===== src/rtl/lsu_pkg.sv =====
// Shared types for the load/store unit: FSM states, funct3 encodings, legality check.
package lsu_pkg;

    typedef enum logic [1:0] {
        LSU_IDLE = 2'd0,
        LSU_REQ  = 2'd1,
        LSU_WAIT = 2'd2,
        LSU_DONE = 2'd3
    } lsu_state_e;

    localparam logic [2:0] LSU_LB  = 3'b000;
    localparam logic [2:0] LSU_LH  = 3'b001;
    localparam logic [2:0] LSU_LW  = 3'b010;
    localparam logic [2:0] LSU_LD  = 3'b011;
    localparam logic [2:0] LSU_LBU = 3'b100;
    localparam logic [2:0] LSU_LHU = 3'b101;
    localparam logic [2:0] LSU_LWU = 3'b110;

    localparam logic [2:0] LSU_SB  = 3'b000;
    localparam logic [2:0] LSU_SH  = 3'b001;
    localparam logic [2:0] LSU_SW  = 3'b010;
    localparam logic [2:0] LSU_SD  = 3'b011;

    // Illegal encoding or an offset that is not a multiple of the access size.
    function automatic logic lsu_access_err(input logic       wen,
                                            input logic [2:0] funct3,
                                            input logic [2:0] off);
        logic illegal;
        logic misal;
        if (wen)
            illegal = !(funct3 inside {LSU_SB, LSU_SH, LSU_SW, LSU_SD});
        else
            illegal = (funct3 == 3'b111);
        case (funct3[1:0])
            2'b00:   misal = 1'b0;
            2'b01:   misal = off[0];
            2'b10:   misal = |off[1:0];
            default: misal = |off;
        endcase
        return illegal | misal;
    endfunction

endpackage


===== src/rtl/lsu_align.sv =====
// Combinational byte-lane alignment: store data/mask placement and load extract/extend.
// Zero latency; no flow control of its own.
module lsu_align
    import lsu_pkg::*;
#(
    parameter int XLEN   = 64,
    parameter int MASK_W = 8
) (
    input  logic [2:0]        st_off_i,
    input  logic [1:0]        st_size_i,
    input  logic [XLEN-1:0]   st_wdata_i,
    output logic [XLEN-1:0]   st_wdata_o,
    output logic [MASK_W-1:0] st_wmask_o,
    input  logic [2:0]        ld_off_i,
    input  logic [2:0]        ld_funct3_i,
    input  logic [XLEN-1:0]   ld_rdata_i,
    output logic [XLEN-1:0]   ld_data_o
);

    logic [5:0]        st_shamt;
    logic [5:0]        ld_shamt;
    logic [MASK_W-1:0] base_mask;
    logic [XLEN-1:0]   ld_shifted;

    assign st_shamt   = {st_off_i, 3'b000};
    assign ld_shamt   = {ld_off_i, 3'b000};
    assign st_wdata_o = st_wdata_i << st_shamt;
    assign st_wmask_o = base_mask << st_off_i;
    assign ld_shifted = ld_rdata_i >> ld_shamt;

    always_comb begin
        base_mask = '1;
        case (st_size_i)
            2'b00:   base_mask = MASK_W'(1);
            2'b01:   base_mask = MASK_W'(3);
            2'b10:   base_mask = MASK_W'(15);
            default: base_mask = '1;
        endcase
    end

    always_comb begin
        ld_data_o = '0;
        case (ld_funct3_i)
            LSU_LB:  ld_data_o = {{(XLEN-8){ld_shifted[7]}},   ld_shifted[7:0]};
            LSU_LH:  ld_data_o = {{(XLEN-16){ld_shifted[15]}}, ld_shifted[15:0]};
            LSU_LW:  ld_data_o = {{(XLEN-32){ld_shifted[31]}}, ld_shifted[31:0]};
            LSU_LD:  ld_data_o = ld_shifted;
            LSU_LBU: ld_data_o = {{(XLEN-8){1'b0}},  ld_shifted[7:0]};
            LSU_LHU: ld_data_o = {{(XLEN-16){1'b0}}, ld_shifted[15:0]};
            LSU_LWU: ld_data_o = {{(XLEN-32){1'b0}}, ld_shifted[31:0]};
            default: ld_data_o = '0;
        endcase
    end

endmodule


===== src/rtl/lsu.sv =====
// Load/store unit: registered valid/ready request, waits for response, pulses lsu_done.
// Latency 3 cycles at zero-wait memory (1 on error); holds request until mem_req_ready.
module lsu
    import lsu_pkg::*;
#(
    parameter int XLEN   = 64,
    parameter int MASK_W = 8
) (
    input  logic              clk,
    input  logic              rst,
    input  logic              lsu_valid,
    input  logic              lsu_wen,
    input  logic [2:0]        lsu_funct3,
    input  logic [XLEN-1:0]   lsu_addr,
    input  logic [XLEN-1:0]   lsu_wdata,
    output logic [XLEN-1:0]   lsu_rdata,
    output logic              lsu_done,
    output logic              lsu_err,
    output logic              lsu_stall,
    output logic              mem_req_valid,
    input  logic              mem_req_ready,
    output logic [XLEN-1:0]   mem_req_addr,
    output logic              mem_req_wen,
    output logic [XLEN-1:0]   mem_req_wdata,
    output logic [MASK_W-1:0] mem_req_wmask,
    input  logic              mem_resp_valid,
    input  logic [XLEN-1:0]   mem_resp_rdata
);

    lsu_state_e        state_q;
    logic              req_vld_q;
    logic              req_wen_q;
    logic [XLEN-1:0]   req_addr_q;
    logic [XLEN-1:0]   req_wdata_q;
    logic [MASK_W-1:0] req_wmask_q;
    logic [2:0]        off_q;
    logic [2:0]        funct3_q;
    logic              done_q;
    logic              err_q;
    logic [XLEN-1:0]   rdata_q;

    logic              access_err_d;
    logic [XLEN-1:0]   wdata_d;
    logic [MASK_W-1:0] wmask_d;
    logic [XLEN-1:0]   ld_data_d;

    assign access_err_d = lsu_access_err(lsu_wen, lsu_funct3, lsu_addr[2:0]);

    lsu_align #(
        .XLEN   (XLEN),
        .MASK_W (MASK_W)
    ) u_align (
        .st_off_i    (lsu_addr[2:0]),
        .st_size_i   (lsu_funct3[1:0]),
        .st_wdata_i  (lsu_wdata),
        .st_wdata_o  (wdata_d),
        .st_wmask_o  (wmask_d),
        .ld_off_i    (off_q),
        .ld_funct3_i (funct3_q),
        .ld_rdata_i  (mem_resp_rdata),
        .ld_data_o   (ld_data_d)
    );

    always_ff @(posedge clk) begin
        if (rst) begin
            state_q     <= LSU_IDLE;
            req_vld_q   <= 1'b0;
            req_wen_q   <= 1'b0;
            req_addr_q  <= '0;
            req_wdata_q <= '0;
            req_wmask_q <= '0;
            off_q       <= '0;
            funct3_q    <= '0;
            done_q      <= 1'b0;
            err_q       <= 1'b0;
            rdata_q     <= '0;
        end else begin
            case (state_q)
                LSU_IDLE: begin
                    if (lsu_valid) begin
                        if (access_err_d) begin
                            state_q <= LSU_DONE;
                            done_q  <= 1'b1;
                            err_q   <= 1'b1;
                            rdata_q <= '0;
                        end else begin
                            state_q     <= LSU_REQ;
                            req_vld_q   <= 1'b1;
                            req_wen_q   <= lsu_wen;
                            req_addr_q  <= {lsu_addr[XLEN-1:3], 3'b000};
                            req_wdata_q <= wdata_d;
                            req_wmask_q <= wmask_d;
                            off_q       <= lsu_addr[2:0];
                            funct3_q    <= lsu_funct3;
                        end
                    end
                end
                LSU_REQ: begin
                    if (mem_req_ready) begin
                        req_vld_q <= 1'b0;
                        state_q   <= LSU_WAIT;
                    end
                end
                LSU_WAIT: begin
                    // Write acknowledges complete stores with no writeback data.
                    if (mem_resp_valid) begin
                        state_q <= LSU_DONE;
                        done_q  <= 1'b1;
                        err_q   <= 1'b0;
                        rdata_q <= req_wen_q ? '0 : ld_data_d;
                    end
                end
                LSU_DONE: begin
                    state_q <= LSU_IDLE;
                    done_q  <= 1'b0;
                    err_q   <= 1'b0;
                    rdata_q <= '0;
                end
                default: state_q <= LSU_IDLE;
            endcase
        end
    end

    assign lsu_rdata     = rdata_q;
    assign lsu_done      = done_q;
    assign lsu_err       = err_q;
    assign lsu_stall     = lsu_valid & ~done_q;
    assign mem_req_valid = req_vld_q;
    assign mem_req_addr  = req_addr_q;
    assign mem_req_wen   = req_wen_q;
    assign mem_req_wdata = req_wdata_q;
    assign mem_req_wmask = req_wmask_q;

endmodule


===== config.mk =====
export PLATFORM = sky130hd
export DESIGN_NAME = lsu
export DESIGN_NICKNAME = d
export VERILOG_FILES = /design/src/rtl/lsu_pkg.sv /design/src/rtl/lsu_align.sv /design/src/rtl/lsu.sv
export SDC_FILE = /design/constraint.sdc
export NUM_CORES = 1
export LEC_CHECK = 0
export CORE_MARGIN = 5
export CORE_UTILIZATION = 46
export CTS_CLUSTER_DIAMETER = 50
export DETAILED_ROUTE_END_ITERATION = 8
export PLACE_DENSITY = 0.82
export SLEW_MARGIN = 20
export SYNTH_ARGS = -nofsm -noshare
export SYNTH_HDL_FRONTEND = slang
export SYNTH_SLANG_ARGS = --single-unit
export TNS_END_PERCENT = 100

===== constraint.sdc =====
create_clock -name clk -period 2.4 [get_ports clk]
set_input_delay 0.48 -clock clk [delete_from_list [all_inputs] [get_ports clk]]
set_output_delay 0.48 -clock clk [all_outputs]
set_load 0.05 [all_outputs]

; Yosys cells after proc, flatten, opt, wreduce, memory -nomap -nowiden
; Cells that the tools add are included.
[totals]
ff_bits = 209
input_bits = 201
output_inout_bits = 205
wordCells = 76
[classes]
eq_ne = 20
n_shift = 3
muxes = 24
n_bitwise = 4
reduce_logical = 14
[ops]
columns = operator, n
row1 = $pmux W64 S7, 1
row2 = $mux W64, 4
row3 = $pmux W64 S3, 1
row4 = $shl A64 B6 Y64, 1
row5 = $shr A64 B6 Y64, 1
row6 = $pmux W8 S3, 1
row7 = $eq A3 B2 Y1 const B, 4
row8 = $eq A3 B3 Y1 const B, 4
row9 = $ne A2 B2 Y1 const B, 5
row10 = $pmux W1 S3, 3
row11 = $mux W1, 8
row12 = $mux W2, 4
row13 = $pmux W2 S4, 1
row14 = $reduce_and A4 Y1, 2
row15 = $shl A8 B3 Y8, 1
row16 = $eq A2 B2 Y1 const B, 3
row17 = $eq A3 B1 Y1 const B, 2
row18 = $logic_not A3 Y1, 2
row19 = $reduce_and A3 Y1, 2
row20 = $eq A2 B1 Y1 const B, 2
row21 = $logic_not A2 Y1, 2
row22 = $reduce_bool A4 Y1, 1
row23 = $reduce_bool A3 Y1, 1
row24 = $reduce_or A3 Y1, 1
row25 = 7 further kinds, 8

; Logic depth before layout (Yosys ltp)
[logic_depth]
word_depth = 8
mapped_depth = 9
mapped_depth_nobuf = 7

; Cells and area by module
; Synthesis repeated with hierarchy kept, for this count alone.
[hier_totals]
cells_unflattened = 1433
area_unflattened_um2 = 12117.9
[modules_own_cells]
columns = module, instances, cells_each, area_per_inst_um2, seq_area_each_um2
row1 = lsu, 1, 852, 7902.6, 4184.0
row2 = lsu_align, 1, 581, 4215.3, 0.0

; Worst setup path after synthesis
; Ideal clock, no wire load.
[synth_timing]
kind = input-to-reg
start = input lsu_addr[1]
end = register req_wdata_q[47] (netlist: mem_req_wdata[47])
setup_time_ns = 0.132
arrival_time_ns = 1.855
required_ns = 2.268
path_slack_ns = 0.413
stages = 6
n_path_buf = 3
path_cell_list = buf_2 buf_2 clkbuf_1 mux4_2 a211oi_1 nor3_1
[synth_via]
elab_chain_len = 5
elab_cells_between_ends = 7
classes_between = shift: 1 / mux: 1 / bitwise: 2 / reduce/logical: 3
[synth_lines]
columns = item, line
row1 = start: declaration, lsu.sv:14  ; input logic [XLEN-1:0] lsu_addr,
row2 = $reduce_or A3 Y1 or $reduce_or A2 Y1 (tied branches), "lsu_pkg.sv:38, lsu_pkg.sv:37"
row3 = $pmux W1 S3, lsu_pkg.sv:34  ; case (funct3[1:0])
row4 = $or A1 B1 Y1, lsu_pkg.sv:40  ; return illegal | misal;
row5 = $not A1 Y1 (no line), --
row6 = $reduce_and A3 Y1 (no line), --
row7 = end signal: assignment, lsu.sv:91  ; req_wdata_q <= wdata_d;
row8 = end: declaration, lsu.sv:34  ; logic [XLEN-1:0] req_wdata_q;
; Several ways; a longest one is shown, not always the timed one.
; A chain may end at the register's enable or synchronous reset.

; Worst setup path after layout
[layout_timing]
start = register req_wdata_q[8] (netlist: mem_req_wdata[8])
end = output mem_req_wdata[8]
[layout_lines]
columns = item, line
row1 = end: declaration, lsu.sv:24  ; output logic [XLEN-1:0] mem_req_wdata,
; No word-level cell between the ends.

==> flow_summary.ini <==
[floorplan]
die_w_um = 166.0
die_area_mm2 = 0.02757
rows = 57
ioPinCount = 406
die_h_um = 166.0
start_util_pct = 46.32
core_mm2 = 0.02418

[worst_setup_path]
critical_path_depth = 1
critPathCapture = mem_req_wdata[8]
r2r_end = lsu_rdata[52]
crit_type = register to output pin
cp-startpoint = mem_req_wdata[8]
critPathSlowestCell = clkdlybuf4s50_1
reg2reg_slack_ns = 0.21
cp.arrival_ns = 1.81
startpoint_type = register
critPathMaxStageDelay_ns = 0.85
required_ns = 1.92
cp_max_fo = 2
reg2reg_depth = 8
r2r_start = off_q[1]
crit_chain = clkdlybuf4s50_1
path_delay_family = buffers and inverters
crit_path_end_kind = output pin
critPathBufInv = 1

[timing]
rsz0062_at_grt = no
maxSlewViolCount = 0
fin_crit_ns = 2.293
slew-limit-headroom_pct = 55.40
max_freq_mhz = 436.1
setup_violations = 0
worst-slew-pin-transition_ns = 0.6669
setup_tns_ns = 0
hold_slack_ns = 0.2389
finClkSkew_ns = 0.02262
fin_crit_sh_pct = 95.54
finalHoldViolations = 0

[cells_and_area]
seqCellArea_mm2 = 0.004189
layout_common_cells = clkdlybuf4s50_1, nand2_1, dfxtp_1
multi_input_area_mm2 = 0.006370
nets = 1861
area_delta_synth_final_pct = 50.45
n_fill_cell = 1790
drive_above_1_share_pct = 12.52
final_common_cell = clkdlybuf4s50_1

[cts]
path_clk_slew_ns = 0.06
clockBufferDepth = 3
clock_latency_ns = 0.53
cts.sinks = 209
cts_max_level = 1
ctsRootBufferMaster = clkbuf_16
cts_hold_buf = 0
cts_buffers = 28
cts_tree = built

[pwr]
p_leak_uw = 0.005972
clkPwrFrac_pct = 30.9
seq_power_share_pct = 30.2
peakVddDrop_mv = 0.5994
p_per_area_mw_per_mm2 = 825.0
p_sw_uw = 5189
swShare_pct = 37.33
p_comb_share_pct = 38.9
p_int_uw = 8713

[logic_synthesis]
synthSimpleGateAreaFrac_pct = 17.39
synth_xor_xnor_area_share_pct = 0
synth_compound_area_share_pct = 20.95
yosys-top-cells-area = dfxtp_1, mux4_2, nand2_1
syn_area_mm2 = 0.01120
synth_warnings = 0
yosysTopAreaCell = dfxtp_1
ys_ff_latch = 209
synthMuxAreaShare_pct = 17.63
async_reset_ff_share_pct = 0
synthCells = 1272
synth_top_area_share_pct = 37.36
synth_edf_count = 0
synthAdderAreaFrac_pct = 0.5586
yosysSeqAreaShare_pct = 37.36
syn_area_per_cell_um2 = 8.805
synth_top_family_by_area = compound AO/OA/AOI/OAI gates
ys.flop_type = dfxtp_1
yosys.cell_types.count = 57

[detailed_routing]
routed_wl_mm = 43.18
drt_iter0_markers = 1433
drt_first_pass_iters = 5
drc_errors = 0
wl_per_cell_um = 21.57
vias_per_cell = 5.902
vias = 11820
ant_nets = 0

[run]
cap_violations = 0

[global_routing]
grt_use_total_pct = 29.46
grt_overflow = 0
grt_pass1_wl_mm = 66.40
grt_max_degree = 106
antenna_found_initial = 1
grt_pass1_vias = 11580

[worst_hold_path]
hold_class = input pin to register

[place]
place.gp.congestion = 1.022
portBuffers = 402
post-dp-hpwl_mm = 31.89

[run_status]
status = complete, no violations
-- cell families (layout without fill, tap and decap cells) --
family	count (synthesis)	count (layout)
DFF	209	209
muxes	130	130
adders and majority gates	5	5
AOI/OAI and AO/OA	354	354
buffers and inverters	138	541
and+or+nand+nor	435	435
other	1	4
-- area by class of cell --
cell class	instances	share of cell area (%)
multi-input combinational	927	37.80
timing repair buffer	482	28.97
sequential	209	24.86
clock buffer	40	4.849
tap	324	2.406
clock inverter	12	0.9356
inverter	7	0.1559
antenna	1	0.01485
-- power groups by stage --
stage	clock, uW	combinational [uW]	sequential [uW]
final	4290	5400	4210
after global routing	4540	5690	4250
after CTS	4350	5390	4200
after detailed placement	0	5360	4270
after global placement	0	5270	4260
after floorplan	0	1980	5550
-- synthesized netlist by cell type (5+ instances only) --
cell type and instances:
a211oi_1 44, a311oi_1 8, a2bb2oi_1 7, o2bb2ai_1 54
ha_1 5, a21o_1 9, o21ai_0 19, nor3_1 21
or3_1 14, nor2b_1 14, dfxtp_1 209, nor2_1 94
nor4b_1 9, nand3_1 19, buf_1 7, o22ai_1 9
nand2b_1 7, buf_2 58, nor4_1 19, a21oi_1 157
nand2_1 223, buf_4 16, mux4_2 53, a22oi_1 15
a2111oi_0 8, clkbuf_1 46, a32oi_1 9, mux2i_1 72
-- sequential cells by signal, summed over array words and instances (netlist names) --
name / cells
state_q: 2
mem_req_valid: 1
mem_req_wdata: 64
mem_req_addr: 61
lsu_err: 1
lsu_rdata: 64
off_q: 3
funct3_q: 3
mem_req_wmask: 8
lsu_done: 1
mem_req_wen: 1
-- what timing repair did --
| item | 4_1_cts | 5_1_grt |
|---|---|---|
| gates resized for setup | 0 | 1 |
| buffers inserted | 0 | 0 |
| endpoints found under the setup margin | 0 | 1 |
-- how the worst min path moves through the flow --
stage | start | to | slack, ns | depth (start not counted)
5_1_grt | lsu_addr[1] | off_q[1] | 0.23 | 3
3_5_place_dp | mem_req_addr[60] | mem_req_addr[60] | 0.45 | 2
3_3_place_gp | mem_req_wdata[23] | mem_req_wdata[23] | 0.44 | 2
4_1_cts | lsu_addr[1] | off_q[1] | 0.22 | 3
6_report | lsu_addr[1] | off_q[1] | 0.24 | 3
2_1_floorplan | funct3_q[2] | funct3_q[2] | 0.50 | 2
-- routing by layer --
layer / wire (um) / up-vias / share of wire, % / track usage [%]
li1: - / 5433 / - / -
met4: 2059 / 0 / 4.8 / 12.84
met3: 4349 / 122 / 10 / 7.665
met5: 0 / - / 0 / 0
met2: 20910 / 722 / 48 / 50.53
met1: 15860 / 5538 / 37 / 34.92
-- through the flow --
| step | cells | instance area (um2) | power (uW) | worst slack, ns | util, % |
|---|---|---|---|---|---|
| 6_report | 2002 | 16850 | 13900 | 0.1071 | 69.69 |
| 5_1_grt | 2002 | 16850 | 14470 | 0.03420 | 69.69 |
| 4_1_cts | 2001 | 16850 | 13940 | 0.09213 | 69.68 |
| 3_5_place_dp | 1949 | 15870 | 9625 | -0.2184 | 65.65 |
| 3_3_place_gp | 1949 | 15870 | 9532 | -0.1682 | 65.65 |
| 2_1_floorplan | 1274 | 11210 | 7531 | 0.4128 | - |
No activity file was read; power rests on OpenSTA's default activity.
